$ cat src/rtl/axis_packet_generator_if.sv
// AXI4-Stream bundle between the packet generator (master) and the ingress bridge (slave).
interface axis_packet_generator_if #(
  parameter int DATA_W = 64,
  parameter int ID_W   = 8,
  parameter int DEST_W = 4,
  parameter int USER_W = 8
);
  logic [DATA_W-1:0]   tdata;
  logic [DATA_W/8-1:0] tstrb;
  logic [DATA_W/8-1:0] tkeep;
  logic                tlast;
  logic [ID_W-1:0]     tid;
  logic [DEST_W-1:0]   tdest;
  logic [USER_W-1:0]   tuser;
  logic                tvalid;
  logic                tready;

  modport master (
    output tdata, tstrb, tkeep, tlast, tid, tdest, tuser, tvalid,
    input  tready
  );

  modport slave (
    input  tdata, tstrb, tkeep, tlast, tid, tdest, tuser, tvalid,
    output tready
  );
endinterface

$ cat src/rtl/axis_packet_generator.sv
// Programmable AXI4-Stream packet burst source with self-describing counter payload.
// Define AXIS_GEN_LFSR_EN to replace the counter payload with a 64-bit Galois LFSR stream.
module axis_packet_generator #(
  parameter int DATA_W     = 64,
  parameter int ID_W       = 8,
  parameter int DEST_W     = 4,
  parameter int USER_W     = 8,
  parameter int GAP_CYCLES = 0
) (
  input  logic                clk,
  input  logic                rst,
  input  logic                start,
  input  logic                abort,
  input  logic [7:0]          cfg_len_m1,
  input  logic [15:0]         cfg_num_pkts,
  input  logic [DEST_W-1:0]   cfg_dest,
  input  logic [ID_W-1:0]     cfg_id,
  input  logic [DATA_W/8-1:0] cfg_last_keep,
  axis_packet_generator_if.master axis,
  output logic                busy,
  output logic                done,
  output logic [15:0]         pkt_count
);
  localparam int KEEP_W = DATA_W / 8;
  localparam int REPS   = (DATA_W + 63) / 64;

  typedef enum logic [1:0] {IDLE, SEND, GAP, FIN} state_t;

  state_t            state;
  logic [7:0]        len_m1;
  logic [15:0]       num_pkts;
  logic [KEEP_W-1:0] last_keep;
  logic [7:0]        beat_idx;
  logic [31:0]       pkt_seq;
  logic [15:0]       gap_cnt;

  logic        fire;
  logic [7:0]  next_beat;
  logic [31:0] next_seq;
  logic [15:0] count_inc;
  logic        burst_end;
  logic [63:0] word_start;
  logic [63:0] word_fire;

  function automatic logic [DATA_W-1:0] expand(input logic [63:0] w);
    return DATA_W'({REPS{w}});
  endfunction

  assign fire      = axis.tvalid && axis.tready;
  assign next_beat = beat_idx + 8'd1;
  assign next_seq  = pkt_seq + 32'd1;
  assign count_inc = (pkt_count == 16'hFFFF) ? pkt_count : pkt_count + 16'd1;
  assign burst_end = (17'(pkt_count) + 17'd1 == 17'(num_pkts)) || abort;

`ifdef AXIS_GEN_LFSR_EN
  logic [63:0] lfsr;
  logic [63:0] lfsr_next;
  logic [63:0] lfsr_seed;

  // Right-shifting Galois form of x^64+x^63+x^61+x^60+1; only advances on a handshake.
  assign lfsr_next  = {1'b0, lfsr[63:1]} ^ (lfsr[0] ? 64'hD800_0000_0000_0000 : 64'h0);
  assign lfsr_seed  = 64'h1 ^ 64'({cfg_id, cfg_dest});
  assign word_start = lfsr_seed;
  assign word_fire  = lfsr_next;

  always_ff @(posedge clk or posedge rst) begin
    if (rst) begin
      lfsr <= '0;
    end else if (state == IDLE && start) begin
      lfsr <= lfsr_seed;
    end else if (fire) begin
      lfsr <= lfsr_next;
    end
  end
`else
  assign word_start = {pkt_seq, 32'h0};
  assign word_fire  = axis.tlast ? {next_seq, 32'h0} : {pkt_seq, 24'h0, next_beat};
`endif

  // Payload for the next beat is loaded on the handshake that retires the current one,
  // so every field stays put while tready is low.
  always_ff @(posedge clk or posedge rst) begin
    if (rst) begin
      state       <= IDLE;
      len_m1      <= '0;
      num_pkts    <= '0;
      last_keep   <= '0;
      beat_idx    <= '0;
      pkt_seq     <= '0;
      gap_cnt     <= '0;
      busy        <= 1'b0;
      done        <= 1'b0;
      pkt_count   <= '0;
      axis.tdata  <= '0;
      axis.tstrb  <= '0;
      axis.tkeep  <= '0;
      axis.tlast  <= 1'b0;
      axis.tid    <= '0;
      axis.tdest  <= '0;
      axis.tuser  <= '0;
      axis.tvalid <= 1'b0;
    end else begin
      done <= 1'b0;
      case (state)
        IDLE: begin
          if (start) begin
            len_m1    <= cfg_len_m1;
            num_pkts  <= cfg_num_pkts;
            last_keep <= cfg_last_keep;
            axis.tid  <= cfg_id;
            axis.tdest <= cfg_dest;
            beat_idx  <= '0;
            pkt_count <= '0;
            busy      <= 1'b1;
            if (cfg_num_pkts != 16'd0) begin
              state       <= SEND;
              axis.tvalid <= 1'b1;
              axis.tdata  <= expand(word_start);
              axis.tlast  <= (cfg_len_m1 == 8'd0);
              axis.tkeep  <= (cfg_len_m1 == 8'd0) ? cfg_last_keep : {KEEP_W{1'b1}};
              axis.tstrb  <= (cfg_len_m1 == 8'd0) ? cfg_last_keep : {KEEP_W{1'b1}};
              axis.tuser  <= USER_W'(pkt_seq);
            end else begin
              state <= FIN;
              done  <= 1'b1;
            end
          end
        end
        SEND: begin
          if (fire) begin
            axis.tdata <= expand(word_fire);
            if (axis.tlast) begin
              beat_idx   <= '0;
              pkt_seq    <= next_seq;
              pkt_count  <= count_inc;
              axis.tlast <= (len_m1 == 8'd0);
              axis.tkeep <= (len_m1 == 8'd0) ? last_keep : {KEEP_W{1'b1}};
              axis.tstrb <= (len_m1 == 8'd0) ? last_keep : {KEEP_W{1'b1}};
              axis.tuser <= USER_W'(next_seq);
              if (burst_end) begin
                state       <= FIN;
                axis.tvalid <= 1'b0;
                done        <= 1'b1;
              end else if (GAP_CYCLES > 0) begin
                state       <= GAP;
                axis.tvalid <= 1'b0;
                gap_cnt     <= 16'(GAP_CYCLES - 1);
              end
            end else begin
              beat_idx   <= next_beat;
              axis.tlast <= (next_beat == len_m1);
              axis.tkeep <= (next_beat == len_m1) ? last_keep : {KEEP_W{1'b1}};
              axis.tstrb <= (next_beat == len_m1) ? last_keep : {KEEP_W{1'b1}};
            end
          end
        end
        GAP: begin
          if (abort) begin
            state <= FIN;
            done  <= 1'b1;
          end else if (gap_cnt == 16'd0) begin
            state       <= SEND;
            axis.tvalid <= 1'b1;
          end else begin
            gap_cnt <= gap_cnt - 16'd1;
          end
        end
        FIN: begin
          state <= IDLE;
          busy  <= 1'b0;
        end
        default: state <= IDLE;
      endcase
    end
  end
endmodule

$ cat src/flat_wrapper.sv
// flat-port wrapper written by rule: the top's interface ports become plain ports
module axis_packet_generator_flat 
#(
  parameter int DATA_W     = 64,
  parameter int ID_W       = 8,
  parameter int DEST_W     = 4,
  parameter int USER_W     = 8,
  parameter int GAP_CYCLES = 0
)
  (clk, rst, start, abort, cfg_len_m1, cfg_num_pkts, cfg_dest, cfg_id, cfg_last_keep, busy, done, pkt_count, axis_tdata, axis_tstrb, axis_tkeep, axis_tlast, axis_tid, axis_tdest, axis_tuser, axis_tvalid, axis_tready);
  axis_packet_generator_if #(.DATA_W(DATA_W), .ID_W(ID_W), .DEST_W(DEST_W), .USER_W(USER_W)) axis_i ();
  input  logic clk;
  input  logic rst;
  input  logic start;
  input  logic abort;
  input  logic [7:0] cfg_len_m1;
  input  logic [15:0] cfg_num_pkts;
  input  logic [DEST_W-1:0] cfg_dest;
  input  logic [ID_W-1:0] cfg_id;
  input  logic [DATA_W/8-1:0] cfg_last_keep;
  output logic busy;
  output logic done;
  output logic [15:0] pkt_count;
  output wire logic [$bits(axis_i.tdata)-1:0] axis_tdata;
  output wire logic [$bits(axis_i.tstrb)-1:0] axis_tstrb;
  output wire logic [$bits(axis_i.tkeep)-1:0] axis_tkeep;
  output wire logic [$bits(axis_i.tlast)-1:0] axis_tlast;
  output wire logic [$bits(axis_i.tid)-1:0] axis_tid;
  output wire logic [$bits(axis_i.tdest)-1:0] axis_tdest;
  output wire logic [$bits(axis_i.tuser)-1:0] axis_tuser;
  output wire logic [$bits(axis_i.tvalid)-1:0] axis_tvalid;
  input wire logic [$bits(axis_i.tready)-1:0] axis_tready;
  assign axis_tdata = axis_i.tdata;
  assign axis_tstrb = axis_i.tstrb;
  assign axis_tkeep = axis_i.tkeep;
  assign axis_tlast = axis_i.tlast;
  assign axis_tid = axis_i.tid;
  assign axis_tdest = axis_i.tdest;
  assign axis_tuser = axis_i.tuser;
  assign axis_tvalid = axis_i.tvalid;
  assign axis_i.tready = axis_tready;
  axis_packet_generator #(.DATA_W(DATA_W), .ID_W(ID_W), .DEST_W(DEST_W), .USER_W(USER_W), .GAP_CYCLES(GAP_CYCLES)) u_core (.clk(clk), .rst(rst), .start(start), .abort(abort), .cfg_len_m1(cfg_len_m1), .cfg_num_pkts(cfg_num_pkts), .cfg_dest(cfg_dest), .cfg_id(cfg_id), .cfg_last_keep(cfg_last_keep), .axis(axis_i), .busy(busy), .done(done), .pkt_count(pkt_count));
endmodule
$ cat config.mk
export PLATFORM = sky130hd
export DESIGN_NAME = axis_packet_generator_flat
export DESIGN_NICKNAME = d
export VERILOG_FILES = /design/src/rtl/axis_packet_generator_if.sv /design/src/rtl/axis_packet_generator.sv /design/src/flat_wrapper.sv
export SDC_FILE = /design/constraint.sdc
export NUM_CORES = 1
export LEC_CHECK = 0
export CAP_MARGIN = 20
export CORE_UTILIZATION = 30
export CTS_CLUSTER_DIAMETER = 40
export DETAILED_ROUTE_END_ITERATION = 6
export PLACE_DENSITY = 0.49
export SLEW_MARGIN = 40
export SYNTH_ARGS = -nofsm -noshare
export SYNTH_HDL_FRONTEND = slang
export SYNTH_SLANG_ARGS = --single-unit
$ cat constraint.sdc
create_clock -name clk -period 8.19 [get_ports clk]
set_input_delay 1.638 -clock clk [delete_from_list [all_inputs] [get_ports clk]]
set_output_delay 1.638 -clock clk [all_outputs]
set_load 0.05 [all_outputs]
==> run_results.csv <==
group,metric,value,unit
synthesis,synth_top_family_by_area,"simple AND/OR/NAND/NOR gates",
synthesis,syn_area,0.00916,mm^2
setup_path,path_class,"input port to flip-flop",
grt,grt-ovfl-total,0,
placement,port_buffers,144,
detailed_routing,num_vias,6698,
sta,fin_crit_sh,53.8,%
detailed_routing,drtIter0Drc,391,
synthesis,postSynthCellCount,895,
detailed_routing,dr.pass1.iters,5,
cts,cts-root-buf,"clkbuf_16",
cts,clk-insertion-delay-late,430,ps
finish,multiInputGateArea,0.00429,mm^2
power,powerDensity,310,mW/mm^2
cts,clock-sinks,178,
placement,place_congestion,0.767,
sta,hold-worst-slack,466,ps
cts,clk_pin_slew_worst_paths,70,ps
cts,cts_made_buffers,17,
floorplan,die_area,0.0312,mm^2
floorplan,start_util,30.7,%
finish,fillCellCount,2997,
synthesis,yosysTopAreaCell,"dfrtp_1",
placement,detailedPlace.worstSlack,3250,ps
synthesis,synth.distinct_cells,74,
synthesis,synth.top_cell.area_share,48.6,%
cts,cts_tree,"done",
setup_path,crit_required,8500,ps
detailed_routing,wl_per_cell,16.1,um
sta,rsz0062_at_grt,"no",
synthesis,ys.flop_type,"dfrtp_1",
floorplan,die_h,177,um
floorplan,pin_count,169,
cts,htreeDepth,4,
cts,post_cts_buffers,0,
setup_path,endpoint_kind,"flip-flop",
run_status,status,"complete, no violations",
sta,clock.fmax,0.227,GHz
synthesis,synth_mux_area_share,5.74,%
placement,hpwl,16100,um
cts,ctsHoldBuffers,0,
sta,timing.clock.skew,12.1,ps
synthesis,synth_seq_cells,178,
synthesis,synthArstFlopShare,100,%
finish,regArea,0.00445,mm^2
synthesis,synthAdderAreaFrac,0.546,%
detailed_routing,vias_per_cell,4.76,
finish,area_growth,23.9,%
finish,diodes,0,
detailed_routing,routed_wl,22700,um
sta,worst_pin_slew,837,ps
sta,setup_ws,3790,ps
setup_path,path_max_fanout,72,
job,max-cap-violations,0,
synthesis,synth_xor_area_share,11.7,%
grt,antenna_found_initial,1,
setup_path,cp-start-kind,"input port",
setup_path,worstPathArrival,4710,ps
grt,first_global_vias,6524,
hold_path,min_path_type,"flip-flop to flip-flop",
power,leakagePower,4.59,nW
synthesis,synthTopCellsByArea,"dfrtp_1 49%, xnor2_1 6.5%, mux2_2 5.3%",
floorplan,fp-row-count,63,
synthesis,syn_avg_cell_area,10.2,um^2
sta,finalMaxSlewViolations,0,
power,ir_drop,0.000180,V
power,power,3.52,mW
finish,drive_above_1_share,11.1,%
grt,grt_pass1_wl,36600,um
detailed_routing,drc_errors,0,
finish,final_nets,1059,
synthesis,yosys_warnings,0,
sta,hold_viol_final,0,
grt,grt_max_degree,73,
sta,setup_viol,0,
sta,fin_setup_tns,0,ps
floorplan,core_region_area,0.0299,mm^2
synthesis,synth-compound-area-share,10.0,%
synthesis,ys_seq_area_share,48.6,%
cts,cts_resized,0,
cts,clock_path_buffers,2,
floorplan,die_x,177,um
detailed_routing,ant_nets,0,
synthesis,synth_edf_count,0,
grt,track_usage,15.1,%
sta,relSlewSlack,44.2,%
synthesis,yosys.area_share.simple,17.5,%
sta,period_needed,4400,ps
## synthesized netlist by cell type (all sizes together), types with 10 or more instances
master	number
nor4	20
xor2	44
mux2	44
clkbuf	18
and3	10
o21ai	87
nand2	118
nor3	17
inv	14
dfrtp	178
a21oi	12
nand4	18
nor2	48
nand3	35
buf	63
xnor2	68
## critical path: stages
cell and delay (ps):
clkdlybuf4s50_1 420, nor4_1 500, nand3_1 320, o41ai_4 810, buf_4 680, or4_1 220
nand3_1 70
## final timing paths
| check | startpoint | end | slack [ps] | cells after the start |
|---|---|---|---|---|
| worst max-delay path | cfg_num_pkts[4] | u_core.axis.tdata[59]$_DFFE_PP0P_ | 3790 | 7 |
| worst min-delay path | u_core.gap_cnt[9]$_DFFE_PP0P_ | u_core.gap_cnt[9]$_DFFE_PP0P_ | 470 | 1 |
| worst max register to register | u_core.state[0]$_DFFE_PP0P_ | u_core.pkt_seq[30]$_DFFE_PP0P_ | 4980 | 6 |
| worst min register to register | u_core.gap_cnt[9]$_DFFE_PP0P_ | u_core.gap_cnt[9]$_DFFE_PP0P_ | 470 | 1 |
| max in group asynchronous | rst | u_core.axis.tdata[47]$_DFFE_PP0P_ | 5520 | 3 |
| min in group asynchronous | rst | u_core.axis.tid[5]$_DFFE_PP0P_ | 1660 | 2 |
## cells in the final DEF (no fill, tap or decap), types with 6 or more instances in the layout
cell type        netlist  layout
nand4_1               16      16
nand3_1               31      31
xnor2_1               68      68
dfrtp_1              178     178
o31ai_1                6       6
clkbuf_16              0      17
a21oi_1               11      11
nor3_1                15      14
xor2_1                44      44
nor2_1                46      45
a22oi_1                8       8
nand2b_1               8       8
o21ai_0               14      14
o21ai_1               72      71
nand2_1              118     118
mux2_2                43      43
inv_1                 12      11
conb_1                 1      24
clkdlybuf4s50_1        0     144
nor4_1                15      15
clkinvlp_4             0       6
and3_1                 9       9
## power breakdown
group | internal (mW) | leakage, nW | switching, mW | total [mW]
Clock | 0.436 | 0.257 | 0.365 | 0.801
Combinational | 0.536 | 2.01 | 0.893 | 1.43
Sequential | 1.09 | 2.32 | 0.203 | 1.29
## state kept, by name (all words and copies together), names as in the netlist
signal              cells
u_core.done             1
u_core.beat_idx         8
u_core.axis.tlast       1
u_core.axis.tuser       8
u_core.len_m1           8
u_core.pkt_count       16
u_core.last_keep        8
u_core.num_pkts        16
u_core.axis.tdata      40
u_core.busy             1
u_core.axis.tid         8
u_core.axis.tdest       4
u_core.axis.tvalid      1
u_core.state            2
u_core.axis.tstrb       8
u_core.pkt_seq         32
u_core.gap_cnt         16
## cell type report
cell class	count	share of cell area (%)
clock buffer	20	4.02
timing repair buffer	150	13.2
clock inverter	11	0.937
sequential	178	39.3
inverter	14	0.507
multi-input combinational	645	37.8
tap	390	4.30
## layer usage
metal  share of wire (%)  GRT usage (%)  vias up
met5               0.057              0        -
met4                 1.1           3.99        2
met3                 5.2           3.20       18
met2                  45           23.3      187
met1                  49           21.2     3212
li1                    -              -     3279
## stage by stage
stage	cells	utilization (%)	area (um^2)
after CTS	1408	37.9	11300
final	1408	38.0	11300
after global routing	1408	38.0	11300
after detailed placement	1377	36.0	10800
after global placement	1377	36.0	10700
after floorplan	918	-	9250
## logic make-up (layout without fill, tap and decap cells)
group	count (synthesis)	after routing
AOI/OAI and AO/OA	148	148
xor gates and xnor gates	116	116
adders and majority gates	4	4
buffers and inverters	95	195
DFF	178	178
muxes	47	47
other	1	24
and+or+nand+nor	306	306
Power figures use the tool's default switching activity.
